File: config.mk
export PLATFORM = sky130hd
export DESIGN_NAME = dose_scheduler
export DESIGN_NICKNAME = d
export VERILOG_FILES = /design/src/rtl/dose_pkg.sv /design/src/rtl/dose_slot_table.sv /design/src/rtl/dose_scheduler.sv
export SDC_FILE = /design/constraint.sdc
export NUM_CORES = 1
export LEC_CHECK = 0
export ABC_AREA = 1
export BUFFER_PORTS_ARGS = -buffer_cell sky130_fd_sc_hd__buf_2
export CAP_MARGIN = 0
export CORE_MARGIN = 1
export CORE_UTILIZATION = 60
export CTS_BUF_LIST = sky130_fd_sc_hd__clkbuf_8 sky130_fd_sc_hd__clkbuf_16
export DETAILED_ROUTE_END_ITERATION = 7
export PLACE_DENSITY = 0.79
export SETUP_SLACK_MARGIN = 0.3
export SLEW_MARGIN = 30
export SYNTH_ARGS = -nofsm -noshare
export SYNTH_HDL_FRONTEND = slang
export SYNTH_SLANG_ARGS = --single-unit
export TNS_END_PERCENT = 30
File: constraint.sdc
create_clock -name clk -period 3.2 [get_ports clk]
set_clock_uncertainty 0.05 [all_clocks]
set_input_delay 0 -clock clk [delete_from_list [all_inputs] [get_ports clk]]
set_output_delay 0 -clock clk [all_outputs]
set_load 0.02 [all_outputs]
File: src/rtl/dose_pkg.sv
// Shared types and constants for the dose scheduler.
//   state_t : scheduler FSM state (IDLE, RING)
//   slot_t  : one programmed dose time {hour, minute, en}
//   LED_OFF : all-ones pattern for the active-low compartment LEDs
package dose_pkg;

    typedef enum logic {IDLE, RING} state_t;

    localparam int SLOT_W    = 3;
    localparam int HOUR_W    = 5;
    localparam int MIN_W     = 6;
    localparam int MAX_SLOTS = 8;

    localparam logic [MAX_SLOTS-1:0] LED_OFF = '1;

    typedef struct packed {
        logic [HOUR_W-1:0] hour;
        logic [MIN_W-1:0]  minute;
        logic              en;
    } slot_t;

endpackage

File: src/rtl/dose_slot_table.sv
// Programmable table of dose times, one entry per compartment.
//   clk, rst        : clock, synchronous active-high reset (clears every entry)
//   i_cfg_we        : write strobe; i_cfg_slot selects the entry
//   i_cfg_hour/min/en : value written
//   i_hour/i_minute : current time from the timekeeper
//   o_match         : per-slot combinational match (enabled and hh:mm equal)
// Indices at or above NUM_SLOTS select no entry, so such writes are dropped.
module dose_slot_table
    import dose_pkg::*;
#(
    parameter int NUM_SLOTS = 5
) (
    input  logic                 clk,
    input  logic                 rst,
    input  logic                 i_cfg_we,
    input  logic [SLOT_W-1:0]    i_cfg_slot,
    input  logic [HOUR_W-1:0]    i_cfg_hour,
    input  logic [MIN_W-1:0]     i_cfg_minute,
    input  logic                 i_cfg_en,
    input  logic [HOUR_W-1:0]    i_hour,
    input  logic [MIN_W-1:0]     i_minute,
    output logic [NUM_SLOTS-1:0] o_match
);

    for (genvar g = 0; g < NUM_SLOTS; g++) begin : g_slot
        slot_t r_entry;

        always_ff @(posedge clk) begin
            if (rst)
                r_entry <= '0;
            else if (i_cfg_we && i_cfg_slot == SLOT_W'(g))
                r_entry <= '{hour: i_cfg_hour, minute: i_cfg_minute, en: i_cfg_en};
        end

        // Reads the registered entry, so a write landing on a match cycle
        // only takes effect for later matches.
        assign o_match[g] = r_entry.en && (r_entry.hour == i_hour) &&
                            (r_entry.minute == i_minute);
    end

endmodule

File: src/rtl/dose_scheduler.sv
// Dose alarm scheduler fed by an hh:mm:ss timekeeper.
//   clk, rst      : clock, synchronous active-high reset
//   hour/minute/second : current time
//   key_ack       : debounced acknowledge key (level)
//   cfg_*         : slot table write port
//   alarm         : 1 Hz blink while ringing
//   slot_led_n    : active-low one-hot LED of the ringing slot
//   active_slot   : index of ringing slot, 0 when idle
//   dose_taken    : 1-cycle pulse on acknowledge while ringing
//   dose_missed   : 1-cycle pulse on ring timeout
//   missed_count  : saturating missed-dose counter
module dose_scheduler
    import dose_pkg::*;
#(
    parameter int NUM_SLOTS    = 5,
    parameter int RING_SECONDS = 60,
    parameter int MISS_CNT_W   = 8
) (
    input  logic                  clk,
    input  logic                  rst,
    input  logic [HOUR_W-1:0]     hour,
    input  logic [MIN_W-1:0]      minute,
    input  logic [5:0]            second,
    input  logic                  key_ack,
    input  logic                  cfg_we,
    input  logic [SLOT_W-1:0]     cfg_slot,
    input  logic [HOUR_W-1:0]     cfg_hour,
    input  logic [MIN_W-1:0]      cfg_minute,
    input  logic                  cfg_en,
    output logic                  alarm,
    output logic [NUM_SLOTS-1:0]  slot_led_n,
    output logic [SLOT_W-1:0]     active_slot,
    output logic                  dose_taken,
    output logic                  dose_missed,
    output logic [MISS_CNT_W-1:0] missed_count
);

    localparam int RC_W = $clog2(RING_SECONDS + 1);

    state_t               r_state;
    logic [5:0]           r_prev_second;
    logic                 r_key_ack_q;
    logic [NUM_SLOTS-1:0] r_pending;
    logic [RC_W-1:0]      r_ring_cnt;

    logic [NUM_SLOTS-1:0] w_match;
    logic [NUM_SLOTS-1:0] w_set;
    logic [NUM_SLOTS-1:0] w_pick_oh;
    logic [SLOT_W-1:0]    w_pick_idx;
    logic                 w_sec_edge;
    logic                 w_ack_edge;

    dose_slot_table #(.NUM_SLOTS(NUM_SLOTS)) u_table (
        .clk          (clk),
        .rst          (rst),
        .i_cfg_we     (cfg_we),
        .i_cfg_slot   (cfg_slot),
        .i_cfg_hour   (cfg_hour),
        .i_cfg_minute (cfg_minute),
        .i_cfg_en     (cfg_en),
        .i_hour       (hour),
        .i_minute     (minute),
        .o_match      (w_match)
    );

    assign w_sec_edge = (second != r_prev_second);
    assign w_ack_edge = key_ack & ~r_key_ack_q;
    assign w_set      = (w_sec_edge && second == '0) ? w_match : '0;

    // Lowest set pending bit, both one-hot and as an index.
    assign w_pick_oh = r_pending & (~r_pending + NUM_SLOTS'(1));

    always_comb begin
        w_pick_idx = '0;
        for (int i = NUM_SLOTS - 1; i >= 0; i--)
            if (r_pending[i]) w_pick_idx = SLOT_W'(i);
    end

    always_ff @(posedge clk) begin
        if (rst) begin
            r_state       <= IDLE;
            r_prev_second <= '0;
            r_key_ack_q   <= 1'b0;
            r_pending     <= '0;
            r_ring_cnt    <= '0;
            alarm         <= 1'b0;
            slot_led_n    <= LED_OFF[NUM_SLOTS-1:0];
            active_slot   <= '0;
            dose_taken    <= 1'b0;
            dose_missed   <= 1'b0;
            missed_count  <= '0;
        end else begin
            r_prev_second <= second;
            r_key_ack_q   <= key_ack;
            dose_taken    <= 1'b0;
            dose_missed   <= 1'b0;
            r_pending     <= r_pending | w_set;

            case (r_state)
                IDLE: begin
                    if (|r_pending) begin
                        r_state     <= RING;
                        r_pending   <= (r_pending & ~w_pick_oh) | w_set;
                        r_ring_cnt  <= '0;
                        alarm       <= 1'b1;
                        slot_led_n  <= ~w_pick_oh;
                        active_slot <= w_pick_idx;
                    end
                end
                RING: begin
                    // Ack is tested first so it beats a simultaneous timeout.
                    if (w_ack_edge) begin
                        dose_taken  <= 1'b1;
                        r_state     <= IDLE;
                        alarm       <= 1'b0;
                        slot_led_n  <= LED_OFF[NUM_SLOTS-1:0];
                        active_slot <= '0;
                    end else if (w_sec_edge) begin
                        if (r_ring_cnt == RC_W'(RING_SECONDS - 1)) begin
                            dose_missed <= 1'b1;
                            if (missed_count != '1)
                                missed_count <= missed_count + MISS_CNT_W'(1);
                            r_state     <= IDLE;
                            alarm       <= 1'b0;
                            slot_led_n  <= LED_OFF[NUM_SLOTS-1:0];
                            active_slot <= '0;
                        end else begin
                            r_ring_cnt <= r_ring_cnt + RC_W'(1);
                            alarm      <= ~alarm;
                        end
                    end
                end
                default: r_state <= IDLE;
            endcase
        end
    end

endmodule

[After elaboration in Yosys (flattened, before gate mapping)]
Cells that the tools add are included.
Word-level totals
  register bits after elaboration: 98
  input bits: 36
  output and inout port bits: 19
Cells by class
  add/subtract/negate cells: 3
  equality and inequality tests: 23
  multiplexer cells: 35
  bitwise gates (word level): 12
  reduce and logical (&&, ||, !) cells: 25
Operator list (number)
  two-way mux 5 bit: 7
  equality test 6 bit: 5
  two-way mux 3 bit: 9
  equality test 5 bit: 5
  two-way mux 6 bit: 4
  logical AND 1 bit: 16
  case mux 6 bit (2 select lines): 1
  bitwise AND 5 bit: 2
  two-way mux 1 bit: 10
  inverter 5 bit: 2
  bitwise OR 5 bit: 2
  case mux 5 bit (2 select lines): 1
  adder 8 x 1 -> 8 bit, second input constant: 1
  != test 8 bit, second input constant: 1
  adder 6 x 1 -> 6 bit, second input constant: 1
  equality test 3 x 2 -> 1 bit, second input constant: 2
  equality test 6 bit, second input constant: 1
  zero test 6 bit: 1
  != test 2 bit, second input constant: 3
  != test 3 x 1 -> 1 bit, second input constant: 2
  != test 6 bit: 1
  case mux 3 bit (2 select lines): 1
  adder 5 x 1 -> 5 bit, second input constant: 1
  inverter 1 bit: 5
  13 further kinds: 14

[Longest topological paths before layout]
  word-level depth: 8
  mapped depth: 11
  gate-level depth less buffers: 10

[Hierarchy]
Synthesis repeated with hierarchy kept, for this count alone.
Second synthesis, totals
  cell total of the unflattened synthesis: 729
  area, all modules: 5082.4 um^2
Modules (own cells, without submodules)
  dose_slot_table: instances 1, cells each 459, area each 3168.0 um^2, sequential area each 1201.2 um^2
  dose_scheduler: instances 1, cells each 270, area each 1914.3 um^2, sequential area each 760.7 um^2

[Worst setup path after synthesis]
OpenSTA, ideal clock, no wires.
  kind: flip-flop to flip-flop
  from: register missed_count[1]
  to: register missed_count[6]
  data arrival time: 1.398 ns
  required time: 3.019 ns
  setup slack: 1.622 ns
  stages on the path, launching flop included: 9
  clock period less this slack: 1.578 ns
  cell sequence: dfxtp_1 > ha_1 > nand3_1 > nor3_1 > nor2_4 > nand2_4 > inv_4 > nand2_1 > a21oi_2
Between the ends
  cells in the longest elaborated chain, start to end: 2
  elaborated cells on any way between the ends: 3
  those cells by class: add/sub (1); eq/ne (1); reduce/logical (1)
RTL lines
  start: declaration: line dose_scheduler.sv:35  | output logic [MISS_CNT_W-1:0] missed_count
  start signal: assignment: line dose_scheduler.sv:122  | missed_count <= missed_count + MISS_CNT_W'(1);
  branches (longest 2 deep; another with adder 8 x 1 -> 8 bit)
Parallel ways; which one is timed is not known.
A chain may end at the register's enable or synchronous reset.

[Worst setup path in the final report]
  from: register r_ring_cnt[0]
  to: register missed_count[4]
Between the ends
  cells in the longest elaborated chain, start to end: 2
RTL lines
  start: declaration: line dose_scheduler.sv:44  | logic [RC_W-1:0] r_ring_cnt;
  start signal: assignment: line dose_scheduler.sv:128  | r_ring_cnt <= r_ring_cnt + RC_W'(1);
  equality test 6 bit: line dose_scheduler.sv:119  | if (r_ring_cnt == RC_W'(RING_SECONDS - 1)) begin
  AND reduction 5 bit (no source line)
Every way passes these cells.

==> results_dict.tcl <==
set metrics [dict create \
    cts.clk_slew.worst_paths_ns 0.09 \
    h-tree-depth 3 \
    design.core.area_um2 7770 \
    syn_area_per_cell_um2 6.61 \
    status "completed" \
    fin_area_um2 5540 \
    min_period_ns 1.66 \
    p_clk_frac 0.345 \
    cts_resized 0 \
    dr_wl_met2_mm 5.50 \
    arrival_ns 1.89 \
    worstSetupStartpointType "register" \
    ios 55 \
    drc 0 \
    yosysWarnings 0 \
    drive_gt1_frac 0.115 \
    dr.pass1.iters 5 \
    num-fill-cells 700 \
    critPathMaxStageDelay_ns 0.36 \
    syn-cell-area_um2 4830 \
    intPower_uw 1740 \
    hold_depth 2 \
    synth_adder_area_share 0.00518 \
    grt_antenna_before_repair 0 \
    wl_met1_mm 5.43 \
    portBuffers 54 \
    synth_xor_area_frac 0.0380 \
    crit_fanout 9 \
    fin_nets 833 \
    max_freq_mhz 604 \
    area_growth_syn_to_layout_pct 14.6 \
    swShare 0.250 \
    synthesis.nets 769 \
    leakage_uw 0.00249 \
    die-area_um2 8420 \
    post_cts_buffers 0 \
    cts_tree "yes" \
    setup_violations 0 \
    grt_pass1_wl_mm 19.6 \
    maxCapViolCount 0 \
    die_h_um 91.8 \
    wl_met3_um 488 \
    top_layer "met4" \
    cts.path.max_buffers 2 \
    cp_slowest_cell "dfxtp_1" \
    cp.required_ns 3.43 \
    synth-simple-area-share 0.309 \
    die_w_um 91.8 \
    ys_ff_latch 98 \
    grt_usage 0.293 \
    rows 32 \
    syn_inst 731 \
    grt_overflow 0 \
    finalHoldViolCount 0 \
    wl_per_cell_um 13.1 \
    tightest_slew_ns 0.889 \
    synth_compound_area_frac 0.141 \
    pwr-share-seq 0.547 \
    dpl_cell_area_um2 5160 \
    slew_viol_final 0 \
    synth.mux.area_fraction 0 \
    cts_root_buffer "clkbuf_8" \
    cts_num_sinks 98 \
    crit_type "register to register" \
    ys_types 28 \
    first_iter_violations 293 \
    grt_setup_unrepaired "false" \
    ff2ff_path_depth 9 \
    ys.flop_type "dfxtp_1" \
    slew_headroom 0.406 \
    initial_core_util 0.622 \
    postCtsHoldBufs 19 \
    ys_seq_area_frac 0.406 \
    antenna_cells 0 \
    first_global_vias 4367 \
    insertion_delay_ns 0.36 \
    finalSetupTns_ns 0 \
    hold_path_class "input port to register" \
    grt_max_degree 41 \
    cts_made_buffers 9 \
    async_reset_ff_frac 0 \
    power.switching_uw 579 \
    synth_edf_count 0 \
    fin_crit_sh 0.517 \
    post_drt_via_cell_ratio 5.14 \
    synth_top_family_by_area "simple AND/OR/NAND/NOR gates" \
    hpwl_mm 8.55 \
    cellPowerDensity_nw_per_um2 418 \
    path_cells "ha_1 > nand3_2 > nor2_8 > nand2_2 > nor2_4 > nand2_4 > inv_4 > nand2_1 > a21oi_1" \
    comb_power_share 0.107 \
    gp_congestion 0.892 \
    end_kind "register" \
    via_count 4623 \
    wirelength_mm 11.8 \
    irDropWorstVdd_v 0.000329 \
    hold_ws_ns 0.0498 \
    ant_nets 0 \
]
-- cells by family after synthesis --
logic type      after synthesis
simple gates                348
compound gates              134
buf+inv                     128
flops                        98
xor+xnor                     21
fa+ha+maj                     2
-- metrics by stage --
stage	util	total power (µW)	setup slack, ns	std cells
after global routing	0.713	2420	1.43	900
after floorplan	-	1440	1.62	731
final	0.713	2310	1.54	900
after CTS	0.713	2320	1.53	900
after detailed placement	0.664	1520	1.56	867
after global placement	0.664	1510	1.60	867
-- routing by layer --
layer  track usage  vias up
li1              -     2407
met1         0.370     2052
met2         0.503      130
met3        0.0357       34
met4         0.126        0
met5             0        -
-- cell type report --
type                    instances  area [µm²]  area share
multi-input cells             505        2380       0.430
flip-flops and latches         98        1960       0.354
repair buffers                 75         475      0.0858
inverters                     106         400      0.0723
clock buffers                  11         151      0.0273
well taps                     102         128      0.0230
clock inverters                 3        40.0     0.00723
-- cell usage after synthesis, types with 5 or more instances --
cell,instances,area share
dfxtp_1,98,0.41
inv_1,99,0.077
nor2_1,96,0.075
clkbuf_1,15,0.012
nand3_1,36,0.037
a21oi_1,65,0.067
nand2_1,187,0.15
o21ai_0,65,0.067
nand4_1,7,0.0091
inv_2,5,0.0039
xnor2_1,13,0.024
nor3_1,8,0.0083
xor2_1,8,0.014
-- final timing paths --
| kind | start | endpoint | slack [ns] |
|---|---|---|---|
| worst max-delay path | r_ring_cnt[0] | missed_count[4] | 1.54 |
| worst min-delay path | rst | r_prev_second[4] | 0.05 |
| worst max register to register | r_ring_cnt[0] | missed_count[4] | 1.54 |
| worst min register to register | slot_led_n[4] | slot_led_n[4] | 0.41 |
-- state kept, by name, summed over array words and instances, names as in the netlist --
name                    count
r_pending                   5
r_ring_cnt                  6
active_slot                 3
dose_taken                  1
missed_count                8
slot_led_n                  5
u_table.g_slot.r_entry     60
dose_missed                 1
r_state                     1
r_prev_second               6
r_key_ack_q                 1
alarm                       1
-- layout by cell type, fill, tap and decap left out --
cell type | netlist | final
clkinv_1 | 1 | 1
nor2_8 | 3 | 3
a21oi_1 | 65 | 65
nand2_2 | 3 | 3
inv_2 | 5 | 5
dfxtp_1 | 98 | 98
inv_1 | 99 | 99
nand2_1 | 187 | 187
nand4_1 | 7 | 7
clkbuf_8 | 0 | 11
nand2_4 | 3 | 3
bufinv_16 | 0 | 1
nand3_1 | 36 | 36
o21ai_0 | 65 | 65
nor2_1 | 96 | 96
buf_4 | 0 | 2
nor3_1 | 8 | 8
o22ai_1 | 1 | 1
nor2_4 | 2 | 2
nand4_2 | 1 | 1
a21oi_2 | 2 | 2
xnor2_1 | 13 | 13
nand3_2 | 2 | 2
dlygate4sd3_1 | 0 | 19
xor2_1 | 8 | 8
clkinv_2 | 0 | 2
inv_4 | 1 | 1
buf_2 | 2 | 54
o211ai_1 | 1 | 1
ha_1 | 2 | 2
-- power by group through the flow --
stage | logic, µW | clock network (µW) | registers, µW
global placement | 221 | 0 | 1290
CTS | 245 | 810 | 1270
finish | 248 | 800 | 1270
detailed placement | 226 | 0 | 1290
floorplan | 150 | 0 | 1290
global route | 281 | 865 | 1270
-- critical path: cells and delay by family (launching register included) --
family,cells,cell delay (ns)
AND/OR/NAND/NOR,6,0.69
flip-flops,1,0.36
adder cells (fa/ha/maj),1,0.24
buffers and inverters,1,0.12
AO/OA/AOI/OAI,1,0.12
Power figures use the tool's default switching activity.
